### config.mk
export PLATFORM = sky130hd
export DESIGN_NAME = ctb_broadcast_int
export DESIGN_NICKNAME = d
export VERILOG_FILES = /design/src/rtl/ctb_broadcast_int_pkg.sv /design/src/rtl/ctb_broadcast_int_lane_fifo.sv /design/src/rtl/ctb_broadcast_int.sv
export SDC_FILE = /design/constraint.sdc
export NUM_CORES = 1
export LEC_CHECK = 0
export ABC_AREA = 1
export CAP_MARGIN = 25
export CORE_ASPECT_RATIO = 0.9
export CORE_MARGIN = 2
export CORE_UTILIZATION = 50
export CTS_CLUSTER_DIAMETER = 100
export DETAILED_ROUTE_END_ITERATION = 8
export GPL_TIMING_DRIVEN = 0
export PLACE_DENSITY_LB_ADDON = 0.12
export SLEW_MARGIN = 20
export SYNTH_ARGS = -nofsm -noshare
export SYNTH_HDL_FRONTEND = slang
export SYNTH_SLANG_ARGS = --single-unit
### constraint.sdc
create_clock -name i_clock -period 5 [get_ports i_clock]
set_clock_uncertainty 0.05 [all_clocks]
set_input_delay 0.5 -clock i_clock [delete_from_list [all_inputs] [get_ports i_clock]]
set_output_delay 0.5 -clock i_clock [all_outputs]
set_load 0.02 [all_outputs]
### src/rtl/ctb_broadcast_int_pkg.sv
// Shared micro-op definitions for the integer common tag bus: issue width,
// physical register tag width and the CTB entry type reused by the issue queue.
package ctb_broadcast_int_pkg;

  localparam int ISSUE_WIDTH_INT    = 3;
  localparam int PRF_INT_INDEX_SIZE = 6;

  typedef struct packed {
    logic                          valid;
    logic [PRF_INT_INDEX_SIZE-1:0] prf_int_index;
  } ctb_entry_t;

endpackage

### src/rtl/ctb_broadcast_int_lane_fifo.sv
// One CTB lane: picks the oldest of {FIFO head, slow, fast} for broadcast and
// queues the rest in a dual-push/single-pop FIFO. Drop flag exists only with CTB_OVERFLOW_CHK_EN.
module ctb_lane_fifo
  import ctb_broadcast_int_pkg::*;
#(
  parameter int DEPTH = 4
) (
  input  logic                          i_clock,
  input  logic                          i_reset,
  input  logic                          i_flush,
  input  logic                          i_slow_valid,
  input  logic [PRF_INT_INDEX_SIZE-1:0] i_slow_prf_int_index,
  input  logic                          i_fast_valid,
  input  logic [PRF_INT_INDEX_SIZE-1:0] i_fast_prf_int_index,
  output logic                          o_ctb_valid,
  output logic [PRF_INT_INDEX_SIZE-1:0] o_ctb_prf_int_index,
  output logic                          o_busy
`ifdef CTB_OVERFLOW_CHK_EN
  ,
  output logic                          o_drop
`endif
);

  localparam int PW = $clog2(DEPTH);
  localparam int CW = PW + 1;

  logic [PRF_INT_INDEX_SIZE-1:0] r_mem [DEPTH];
  logic [PW-1:0]                 r_rd_ptr;
  logic [PW-1:0]                 r_wr_ptr;
  logic [CW-1:0]                 r_count;
  ctb_entry_t                    r_out;
  logic                          r_busy;

  ctb_entry_t    w_head, w_slow, w_fast, w_sel, w_push_a, w_push_b;
  logic          w_pop, w_live, w_acc_a, w_acc_b;
  logic [CW-1:0] w_free, w_count_next;
  logic [PW-1:0] w_wr_ptr_b;

  assign w_head = {r_count != '0, r_mem[r_rd_ptr]};
  assign w_slow = {i_slow_valid, i_slow_prf_int_index};
  assign w_fast = {i_fast_valid, i_fast_prf_int_index};
  assign w_live = !i_reset && !i_flush;
  assign w_pop  = w_head.valid;

  // Age order is head, slow, fast; push_b is only ever the fast tag.
  always_comb begin
    w_sel    = '0;
    w_push_a = '0;
    w_push_b = '0;
    if (w_head.valid) begin
      w_sel = w_head;
      if (w_slow.valid) begin
        w_push_a = w_slow;
        w_push_b = w_fast;
      end else begin
        w_push_a = w_fast;
      end
    end else if (w_slow.valid) begin
      w_sel    = w_slow;
      w_push_a = w_fast;
    end else begin
      w_sel = w_fast;
    end
  end

  // Free space is taken after the pop so a full FIFO can still accept one push.
  assign w_free       = CW'(DEPTH) - r_count + CW'(w_pop);
  assign w_acc_a      = w_live && w_push_a.valid && (w_free >= CW'(1));
  assign w_acc_b      = w_live && w_push_b.valid && (w_free >= CW'(2));
  assign w_wr_ptr_b   = r_wr_ptr + PW'(1);
  assign w_count_next = r_count - CW'(w_pop) + CW'(w_acc_a) + CW'(w_acc_b);

  always_ff @(posedge i_clock) begin
    if (i_reset || i_flush) begin
      r_rd_ptr <= '0;
      r_wr_ptr <= '0;
      r_count  <= '0;
      r_out    <= '0;
      r_busy   <= 1'b0;
    end else begin
      r_out <= w_sel;
      if (w_pop) r_rd_ptr <= r_rd_ptr + PW'(1);
      r_wr_ptr <= r_wr_ptr + PW'(w_acc_a) + PW'(w_acc_b);
      r_count  <= w_count_next;
      r_busy   <= w_count_next >= CW'(DEPTH - 2);
    end
  end

  always_ff @(posedge i_clock) begin
    if (w_acc_a) r_mem[r_wr_ptr]   <= w_push_a.prf_int_index;
    if (w_acc_b) r_mem[w_wr_ptr_b] <= w_push_b.prf_int_index;
  end

  assign o_ctb_valid         = r_out.valid;
  assign o_ctb_prf_int_index = r_out.prf_int_index;
  assign o_busy              = r_busy;

`ifdef CTB_OVERFLOW_CHK_EN
  assign o_drop = w_live && ((w_push_a.valid && !w_acc_a) || (w_push_b.valid && !w_acc_b));
`endif

endmodule

### src/rtl/ctb_broadcast_int.sv
// Integer common tag bus: one independent lane per issue pipe, registered outputs.
// Optional sticky ctb_overflow flag enabled by CTB_OVERFLOW_CHK_EN.
module ctb_broadcast_int
  import ctb_broadcast_int_pkg::*;
#(
  parameter int LANE_FIFO_DEPTH = 4
) (
  input  logic                                               i_clock,
  input  logic                                               i_reset,
  input  logic                                               i_flush,
  input  logic [ISSUE_WIDTH_INT-1:0]                         i_fast_valid,
  input  logic [ISSUE_WIDTH_INT-1:0][PRF_INT_INDEX_SIZE-1:0] i_fast_prf_int_index,
  input  logic [ISSUE_WIDTH_INT-1:0]                         i_slow_valid,
  input  logic [ISSUE_WIDTH_INT-1:0][PRF_INT_INDEX_SIZE-1:0] i_slow_prf_int_index,
  output logic [ISSUE_WIDTH_INT-1:0]                         o_ctb_valid,
  output logic [ISSUE_WIDTH_INT-1:0][PRF_INT_INDEX_SIZE-1:0] o_ctb_prf_int_index,
  output logic [ISSUE_WIDTH_INT-1:0]                         o_ex_busy,
  output logic                                               o_ctb_overflow
);

`ifdef CTB_OVERFLOW_CHK_EN
  logic [ISSUE_WIDTH_INT-1:0] w_drop;
`endif

  generate
    for (genvar gi = 0; gi < ISSUE_WIDTH_INT; gi++) begin : g_lane
      ctb_lane_fifo #(
        .DEPTH(LANE_FIFO_DEPTH)
      ) u_lane (
        .i_clock              (i_clock),
        .i_reset              (i_reset),
        .i_flush              (i_flush),
        .i_slow_valid         (i_slow_valid[gi]),
        .i_slow_prf_int_index (i_slow_prf_int_index[gi]),
        .i_fast_valid         (i_fast_valid[gi]),
        .i_fast_prf_int_index (i_fast_prf_int_index[gi]),
        .o_ctb_valid          (o_ctb_valid[gi]),
        .o_ctb_prf_int_index  (o_ctb_prf_int_index[gi]),
        .o_busy               (o_ex_busy[gi])
`ifdef CTB_OVERFLOW_CHK_EN
        ,
        .o_drop               (w_drop[gi])
`endif
      );
    end
  endgenerate

`ifdef CTB_OVERFLOW_CHK_EN
  // Survives flush on purpose: only reset clears evidence of a lost tag.
  logic r_overflow;
  always_ff @(posedge i_clock) begin
    if (i_reset)      r_overflow <= 1'b0;
    else if (|w_drop) r_overflow <= 1'b1;
  end
  assign o_ctb_overflow = r_overflow;
`else
  assign o_ctb_overflow = 1'b0;
`endif

endmodule

After elaboration in Yosys (flattened, before gate mapping)
Memory sizes are Yosys's and may differ from the RTL's. A register that Yosys moved wholly into a read port is not among the register bits. Index checks and enable logic that the tools add are counted.

Output and inout port bits: 25. Flip-flop bits (word level): 45. Input port bits: 45. RAM bits: 72. Memories: 3.

Muxes and demuxes: 33. Add/sub/neg operators: 27. $lt $le $gt $ge: 9. Reductions and logical operators: 19.

Memory list: g_lane[0].u_lane.r_mem (depth 4, bits a word 6, read ports 1, clocked after Yosys merged registers in 1, wr ports 2, RTL line ctb_broadcast_int_lane_fifo.sv:27) `logic [PRF_INT_INDEX_SIZE-1:0] r_mem [DEPTH];`; g_lane[1].u_lane.r_mem (depth 4, bits a word 6, read ports 1, clocked after Yosys merged registers in 1, wr ports 2, RTL line ctb_broadcast_int_lane_fifo.sv:27); g_lane[2].u_lane.r_mem (depth 4, bits a word 6, read ports 1, clocked after Yosys merged registers in 1, wr ports 2, RTL line ctb_broadcast_int_lane_fifo.sv:27).

Operator list (count): two-way mux 7 bit (15); adder 3 x 1 -> 3 bit (9); >= comparator 3 x 2 -> 1 bit (second input constant) (6); logical AND 1 bit (13); adder 2 x 1 -> 2 bit (6); adder 2 x 1 -> 2 bit (second input constant) (6); two-way mux 1 bit (12); two-way mux 2 bit (6); >= comparator 3 x 1 -> 1 bit (second input constant) (3); nonzero test 3 bit (3); subtractor 3 x 1 -> 3 bit (3); subtractor 3 bit (first input constant) (3); zero test 1 bit (2); logical OR 1 bit (1).

Depth between registers and ports, before layout
Gate-level depths: netlist of the first run.

Depth in word-level cells: 7. Depth in mapped cells: 14. Mapped depth without buffers: 13.

Cells and area by module
Synthesis of the first run repeated with hierarchy kept, for this count alone.

Cell total of the unflattened synthesis: 935. Area, all modules: 7473.4 um^2.

Modules (own cells, without submodules): ctb_lane_fifo (g_lane[1].u_lane) (area an instance 2524.9 um^2, sequential area each 1061.0 um^2, instances 1, cells each 311); ctb_lane_fifo (g_lane[0].u_lane) (area an instance 2498.6 um^2, sequential area each 1061.0 um^2, instances 1, cells each 311); ctb_lane_fifo (g_lane[2].u_lane) (area an instance 2438.6 um^2, sequential area each 1061.0 um^2, instances 1, cells each 311); ctb_broadcast_int (area an instance 11.3 um^2, sequential area each 0.0 um^2, instances 1, cells each 2).

Worst setup path after synthesis of the first run
Ideal clock, no wire load.

Kind: input-to-reg. From: in i_flush. To: reg g_lane[1].u_lane.r_busy. Library setup time: 127 ps. Arrival: 2507 ps. Setup slack: 2316 ps. Required time: 4823 ps. Cell stages on the path: 11. Cell sequence: nor2_2 buf_4 inv_1 nor2_1 nand3_1 ha_1 inv_1 fa_1 fa_1 o21ai_0 o22ai_1.

Longest elaborated chain between the ends: 7. Elaborated cells between the ends (all ways): 10. Classes of those cells: 2 x add/sub; 1 x order compare; 7 x reduce/logical.

RTL lines: start, declared (RTL line ctb_broadcast_int.sv:10) `input logic i_flush,`; zero test 1 bit (RTL line ctb_broadcast_int_lane_fifo.sv:42) `assign w_live = !i_reset && !i_flush;`; logical AND 1 bit (RTL line ctb_broadcast_int_lane_fifo.sv:42); logical AND 1 bit (2 in series) (RTL line ctb_broadcast_int_lane_fifo.sv:68) `assign w_acc_a = w_live && w_push_a.valid && (w_free >= CW'(1));`; adder 3 x 1 -> 3 bit (2 in series) (RTL line ctb_broadcast_int_lane_fifo.sv:71) `assign w_count_next = r_count - CW'(w_pop) + CW'(w_acc_a) + CW'(w_acc_b);`; >= comparator 3 x 2 -> 1 bit (RTL line ctb_broadcast_int_lane_fifo.sv:85) `r_busy <= w_count_next >= CW'(DEPTH - 2);`; end signal, assigned (RTL line ctb_broadcast_int_lane_fifo.sv:85); end, declared (RTL line ctb_broadcast_int_lane_fifo.sv:32) `logic r_busy;`.

Parallel ways exist; a longest one is shown, timed or not. A chain may end at the register's enable or synchronous reset.

Worst setup path in the final report of the first run
From: in i_slow_valid[0]. To: reg g_lane[0].u_lane.r_busy.

Longest elaborated chain between the ends: 7. Elaborated cells between the ends (all ways): 11. Classes of those cells: 2 x add/sub; 1 x order compare; 4 x mux; 4 x reduce/logical.

RTL lines: start, declared (RTL line ctb_broadcast_int.sv:13) `input logic [ISSUE_WIDTH_INT-1:0] i_slow_valid,`; two-way mux 7 bit (on tied branches) (RTL line ctb_broadcast_int_lane_fifo.sv:52, ctb_broadcast_int_lane_fifo.sv:58); two-way mux 7 bit (RTL line ctb_broadcast_int_lane_fifo.sv:50) `if (w_head.valid) begin`; logical AND 1 bit (2 in series) (RTL line ctb_broadcast_int_lane_fifo.sv:68); adder 3 x 1 -> 3 bit (RTL line ctb_broadcast_int_lane_fifo.sv:71); adder 3 x 1 -> 3 bit (*) (RTL line ctb_broadcast_int_lane_fifo.sv:71); >= comparator 3 x 2 -> 1 bit (*) (RTL line ctb_broadcast_int_lane_fifo.sv:85); end signal, assigned (RTL line ctb_broadcast_int_lane_fifo.sv:85); end, declared (RTL line ctb_broadcast_int_lane_fifo.sv:32).

Mark *: on every way between the ends. The rest lies on a longest branch, timed or not.

==> results of run 1 <==
flip-flops by register name (all words and copies together), names as in the netlist, named ones only:
register                           flops
g_lane.u_lane.r_mem                   72
g_lane.u_lane.o_ctb_prf_int_index     18
g_lane.u_lane.r_count                  9
g_lane.u_lane.r_rd_ptr                 6
g_lane.u_lane.r_wr_ptr                 6
g_lane.u_lane.o_busy                   3
g_lane.u_lane.o_ctb_valid              3
logic make-up after synthesis:
logic type                 Yosys count  share of synthesized area
other                                2                    0.00106
and+or+nand+nor                    581                      0.360
buffers and inverters              118                     0.0800
xor gates and xnor gates             3                    0.00370
adders and majority gates           15                     0.0359
DFF                                123                      0.448
AOI/OAI and AO/OA                  100                     0.0706
power by group through the flow:
stage | sequential (W) | combinational, W | clock [W]
5_1_grt | 0.00146 | 0.00285 | 0.00137
3_3_place_gp | 0.00146 | 0.00244 | 0
2_1_floorplan | 0.00150 | 0.00174 | 0
3_5_place_dp | 0.00146 | 0.00246 | 0
6_report | 0.00144 | 0.00253 | 0.00131
4_1_cts | 0.00144 | 0.00249 | 0.00132
path summary, 6_finish.rpt:
check,to,slack (ns),start,cells after the start
setup / recovery,g_lane[0].u_lane.o_busy$_SDFF_PP0_,1.89,i_slow_valid[0],12
hold / removal,g_lane[2].u_lane.r_rd_ptr[0]$_SDFFE_PP0P_,0.43,g_lane[2].u_lane.r_rd_ptr[0]$_SDFFE_PP0P_,1
setup reg to reg,g_lane[0].u_lane.o_busy$_SDFF_PP0_,2.10,g_lane[0].u_lane.r_count[1]$_SDFF_PP0_,14
hold reg to reg,g_lane[2].u_lane.r_rd_ptr[0]$_SDFFE_PP0P_,0.43,g_lane[2].u_lane.r_rd_ptr[0]$_SDFFE_PP0P_,1
placed cells by master, fill, tap and decap left out, types with 5 or more instances in the layout:
| master | Yosys | layout |
|---|---|---|
| buf_6 | 6 | 6 |
| nand2_1 | 305 | 305 |
| fa_1 | 9 | 9 |
| inv_2 | 5 | 5 |
| inv_1 | 65 | 65 |
| buf_2 | 16 | 16 |
| o21ai_1 | 21 | 21 |
| nor2_2 | 6 | 6 |
| nor2_1 | 139 | 139 |
| nand4_1 | 84 | 84 |
| dfxtp_1 | 51 | 51 |
| nand3_1 | 24 | 24 |
| a21oi_1 | 38 | 38 |
| nand3b_1 | 5 | 5 |
| nand3_2 | 12 | 12 |
| clkbuf_16 | 0 | 17 |
| edfxtp_1 | 72 | 72 |
| ha_1 | 6 | 6 |
| clkdlybuf4s50_1 | 0 | 68 |
| o21ai_0 | 40 | 40 |
| clkbuf_1 | 10 | 12 |
| buf_4 | 16 | 16 |
metal layers:
layer	part of all wire	vias to the layer above	track usage	routed length, um
li1	-	3312	-	-
met1	0.47	2916	0.347	8690
met2	0.43	265	0.383	7940
met3	0.077	39	0.0636	1430
met4	0.020	0	0.0925	374
met5	0	-	0	0
worst register-to-register path, stage by stage (launching register included):
cell	delay, ns
dfxtp_1	0.34
inv_1	0.15
ha_1	0.24
inv_1	0.06
nand2_1	0.09
nand3b_1	0.16
buf_4	0.22
buf_4	0.17
nand2_1	0.12
inv_1	0.08
fa_1	0.40
fa_1	0.38
nand3b_1	0.17
nand2_1	0.09
a21oi_1	0.06
final cells by class:
type                            instances  area, um^2
Buffer                                 48         305
Clock buffer                           22         474
Clock inverter                         10         163
Fill cell                            1241        5290
Inverter                               70         263
Multi-Input combinational cell        703        3360
Sequential cell                       123        3180
Tap cell                              193         241
Timing Repair Buffer                   68         681
through the flow:
stage          hold WS [ns]  total power (W)  setup WS [ns]  cells
6_report              0.426          0.00529           1.89   1237
5_1_grt               0.455          0.00567           1.67   1237
4_1_cts               0.431          0.00526           1.90   1237
3_5_place_dp          0.414          0.00392           1.47   1205
3_3_place_gp          0.404          0.00390           1.49   1205
2_1_floorplan         0.397          0.00324           2.32    944
==> flow_summary.ini, run 1 <==
[outcome]
status = complete, no violations

[floorplan]
coreArea_mm2 = 0.0140
initial_core_util = 0.509
num_io_pins = 70
die_y_um = 117
num_rows = 41
die_w_um = 130
die_area_mm2 = 0.0152

[synth]
netlist_top_cells_area = edfxtp_1, nand2_1, dfxtp_1
async_flop_share = 0
synth_top_cell_area_share = 0.304
synth_edf_count = 72
synth_top_area_cell = edfxtp_1
yosys_register_bits = 123
synth_cells = 942
avgSynthCellArea_um2 = 7.54
synthTopCellsByCount = nand2_1, nor2_1, nand4_1
synth_area_mm2 = 0.00710
yosys_warnings = 0
synth-seq-area-share = 0.448
synth.most_common_cell = nand2_1
ys_types = 26
synth_ff_type = edfxtp_1

[global_routing]
grt_pass1_vias = 5839
grt_overflow = 0
grt_usage = 0.251
grt_max_degree = 17
antenna_found_initial = 0
grt_first_pass_wirelength_um = 29000

[sta]
finalCritPeriodShare = 0.623
setup_tns_ns = 0
worst_pin_slew_ns = 0.613
fmax_mhz = 321
min_period_ns = 3.11
relSlewSlack = 0.590
setup_viol = 0
slew_violations = 0
rsz0062_at_grt = no
hold_viol = 0

[worst_setup_path]
critPathTopFamily = adder cells
cpPeakStageDelay_ns = 0.56
crit_chain = clkdlybuf4s50_1, buf_2, nor2_1, nor2_1, nand3_1, ha_1, inv_1, fa_1, fa_1, nand3b_1, nand2_1, a21oi_1
cp_num_buf_inv = 3
cp-start-kind = primary input
critPathKind = in2reg
arrival_ns = 3.37
worstPathMaxFanout = 10
slowest_stage = clkdlybuf4s50_1
critPathCaptureType = flop
required_ns = 5.25

[routing]
routed_via_density = 5.28
num_vias = 6532
avgRoutedWirePerCell_um = 14.9
drt_iter0_drc = 592
wl_um = 18400
route.detailed.drc = 0
ant_nets = 0
drtPass1Iterations = 7

[pwr]
power_density_mw_per_mm2 = 610
p_int_w = 0.00306
p_sw_w = 0.00223
leakage_nw = 3.79
pwr-share-comb = 0.478
p_clk_frac = 0.249
switching_share = 0.421
peakVddDrop_mv = 0.345
seqPwrFrac = 0.273

[run]
drv_cap = 0

[layout]
area_delta_synth_final_pct = 22.1
nNetsFinal = 1091
diodes = 0
finalInstanceArea_mm2 = 0.00867
final_core_util = 0.621
drive_gt1_frac = 0.0920

[placed_design]
io_buffers = 68
place.gp.congestion = 0.948
placed_area_mm2 = 0.00803
hpwl_um = 14000

[clocking]
cts_made_buffers = 17
cts_sinks = 123
cts_resized = 0
clock_path_buffers = 2
cts-root-buf = clkbuf_16
postCtsHoldBufs = 0
cts_setup_buffers = 0
clk_pin_slew_ns = 0.06
htree_levels = 4
cts_tree = yes
clk_latency_ns = 0.42

[min_path]
hp-class = reg2reg
(Power assumes the default switching activity.)
==> inputs of run 2 (changes only) <==
==> constraint.sdc (replaced) <==
create_clock -name i_clock -period 2.7 [get_ports i_clock]
set_clock_uncertainty 0.05 [all_clocks]
set_input_delay 0.27 -clock i_clock [delete_from_list [all_inputs] [get_ports i_clock]]
set_output_delay 0.27 -clock i_clock [all_outputs]
set_load 0.02 [all_outputs]
==> run 2 against run 1 <==
  * Routed wire length up 1.2%
  * Via count up 1.9%
  * First-iteration DRC count up 11%
  * Register-to-register slack worse by 2.0 ns
  * Critical endpoint unchanged
  * Non-clock buffer count up 9
  * Largest cell class unchanged
  * Highest routed layer unchanged
  * Hold slack about the same
==> flow_summary.ini, run 2 (synthesis gave the netlist of run 1 again) <==
[worst_setup_path]
r2r_start = g_lane[0].u_lane.r_count[1]$_SDFF_PP0_
required_ns = 3.00
critPathKind = reg2reg
reg2reg_to = g_lane[0].u_lane.o_busy$_SDFF_PP0_
worstPathMaxFanout = 5
reg2reg_slack_ns = 0.13
arrival_ns = 2.87
cp-start-kind = flop
ff2ff_path_depth = 12
critPathCaptureType = flop

[routing]
avgRoutedWirePerCell_um = 15.0
num_vias = 6658
ant_nets = 0
routed_via_density = 5.34
wl_um = 18600
route.detailed.drc = 0
drtPass1Iterations = 6
drt_iter0_drc = 660

[global_routing]
grt_usage = 0.252
grt_first_pass_wirelength_um = 29100
antenna_found_initial = 0
grt_pass1_vias = 5882
grt_overflow = 0
grt_max_degree = 17

[sta]
setup_tns_ns = 0
finalCritPeriodShare = 0.952
worst_pin_slew_ns = 0.633
fmax_mhz = 389
whs_ns = 0.426
min_period_ns = 2.57
hold_viol = 0
relSlewSlack = 0.577
slew_violations = 0
setup_viol = 0
timing.final.ws_setup_ns = 0.131

[layout]
fillers = 1205
layout_common_cells = nand2_1, nor2_1, nand4_1
nNetsFinal = 1100
seq_area_mm2 = 0.00319
drive_gt1_frac = 0.123
area_delta_synth_final_pct = 24.7
diodes = 0
final_common_cell = nand2_1
top_register = g_lane.u_lane.r_mem
multiInputGateArea_mm2 = 0.00345
largest_reg_flops = 72

[clocking]
clock_path_buffers = 2
clk_pin_slew_ns = 0.06
postCtsHoldBufs = 0
clk_latency_ns = 0.42
cts_tree = yes
htree_levels = 4
cts_made_buffers = 17
cts_sinks = 123
cts-root-buf = clkbuf_16

[outcome]
status = complete, no violations

[pwr]
leakage_nw = 3.86
peakVddDrop_mv = 0.633
power_density_mw_per_mm2 = 1130

[run]
drv_cap = 0

[placed_design]
io_buffers = 68
place_ws_ns = -0.603
place.gp.congestion = 0.948
hpwl_um = 14000

[floorplan]
coreArea_mm2 = 0.0140
die_w_um = 130
num_rows = 41
num_io_pins = 70
die_y_um = 117
initial_core_util = 0.509
die_area_mm2 = 0.0152

[min_path]
holdCritStartpoint = g_lane[1].u_lane.r_rd_ptr[1]$_SDFFE_PP0P_
hp-class = reg2reg
min_to = g_lane[1].u_lane.r_rd_ptr[1]$_SDFFE_PP0P_
holdPathStages = 2
## run 2: cell type report
| class | instances | area share |
|---|---|---|
| Multi-Input combinational cell | 703 | 0.389 |
| Timing Repair Buffer | 80 | 0.0873 |
| Inverter | 70 | 0.0301 |
| Clock buffer | 22 | 0.0535 |
| Clock inverter | 10 | 0.0184 |
| Tap cell | 193 | 0.0273 |
| Sequential cell | 123 | 0.360 |
| Buffer | 45 | 0.0339 |
## run 2: critical path: stages (launching register included)
cell and delay, ns:
dfxtp_2 0.38, inv_2 0.07, buf_4 0.14, nand2_2 0.09, nor2_2 0.07, nand2_2 0.13
nand3_1 0.14, ha_1 0.30, inv_1 0.04, fa_1 0.37, fa_2 0.54, inv_1 0.06
a21oi_2 0.13
## run 2: how the worst max path moves through the flow
stage,start,to,slack (ns),cells past startpoint
2_1_floorplan,g_lane[0].u_lane.r_count[1]$_SDFF_PP0_,g_lane[0].u_lane.o_busy$_SDFF_PP0_,0.12,13
3_3_place_gp,i_slow_valid[1],g_lane[1].u_lane.o_busy$_SDFF_PP0_,-0.58,11
3_5_place_dp,i_slow_valid[1],g_lane[1].u_lane.o_busy$_SDFF_PP0_,-0.60,11
4_1_cts,i_flush,g_lane[0].u_lane.o_busy$_SDFF_PP0_,-0.03,13
5_1_grt,i_reset,g_lane[0].u_lane.o_busy$_SDFF_PP0_,-0.02,12
6_report,g_lane[0].u_lane.r_count[1]$_SDFF_PP0_,g_lane[0].u_lane.o_busy$_SDFF_PP0_,0.13,12
## run 2: repair_timing
| action | 4_1_cts | 5_1_grt |
|---|---|---|
| endpoints found under the setup margin | 9 | 9 |
| pin swaps | 1 | 8 |
| endpoints found under the hold margin | 0 | 0 |
| buffers inserted | 2 | 10 |
| gates resized for setup | 14 | 24 |
| gates cloned | 0 | 0 |
## run 2: stage by stage
step | instance area, um^2 | total power [W] | utilization | std cells
after global routing | 8860 | 0.0107 | 0.635 | 1246
after global placement | 8030 | 0.00722 | 0.576 | 1205
after detailed placement | 8030 | 0.00726 | 0.576 | 1205
after floorplan | 7110 | 0.00600 | - | 944
after CTS | 8720 | 0.00979 | 0.625 | 1239
final | 8860 | 0.00997 | 0.635 | 1246
## run 2: power breakdown
| group | switching, W | internal (W) |
|---|---|---|
| clock network | 0.000815 | 0.00162 |
| registers | 0.000178 | 0.00251 |
| logic | 0.00321 | 0.00164 |
| total | 0.00421 | 0.00576 |
## run 2: per-layer routing
metal  vias to the layer above  global-route usage  part of all wire
li1                       3334                   -                 -
met1                      3007               0.344              0.47
met2                       284               0.387              0.44
met3                        33              0.0668             0.074
met4                         0              0.0932             0.017
met5                         -                   0                 0
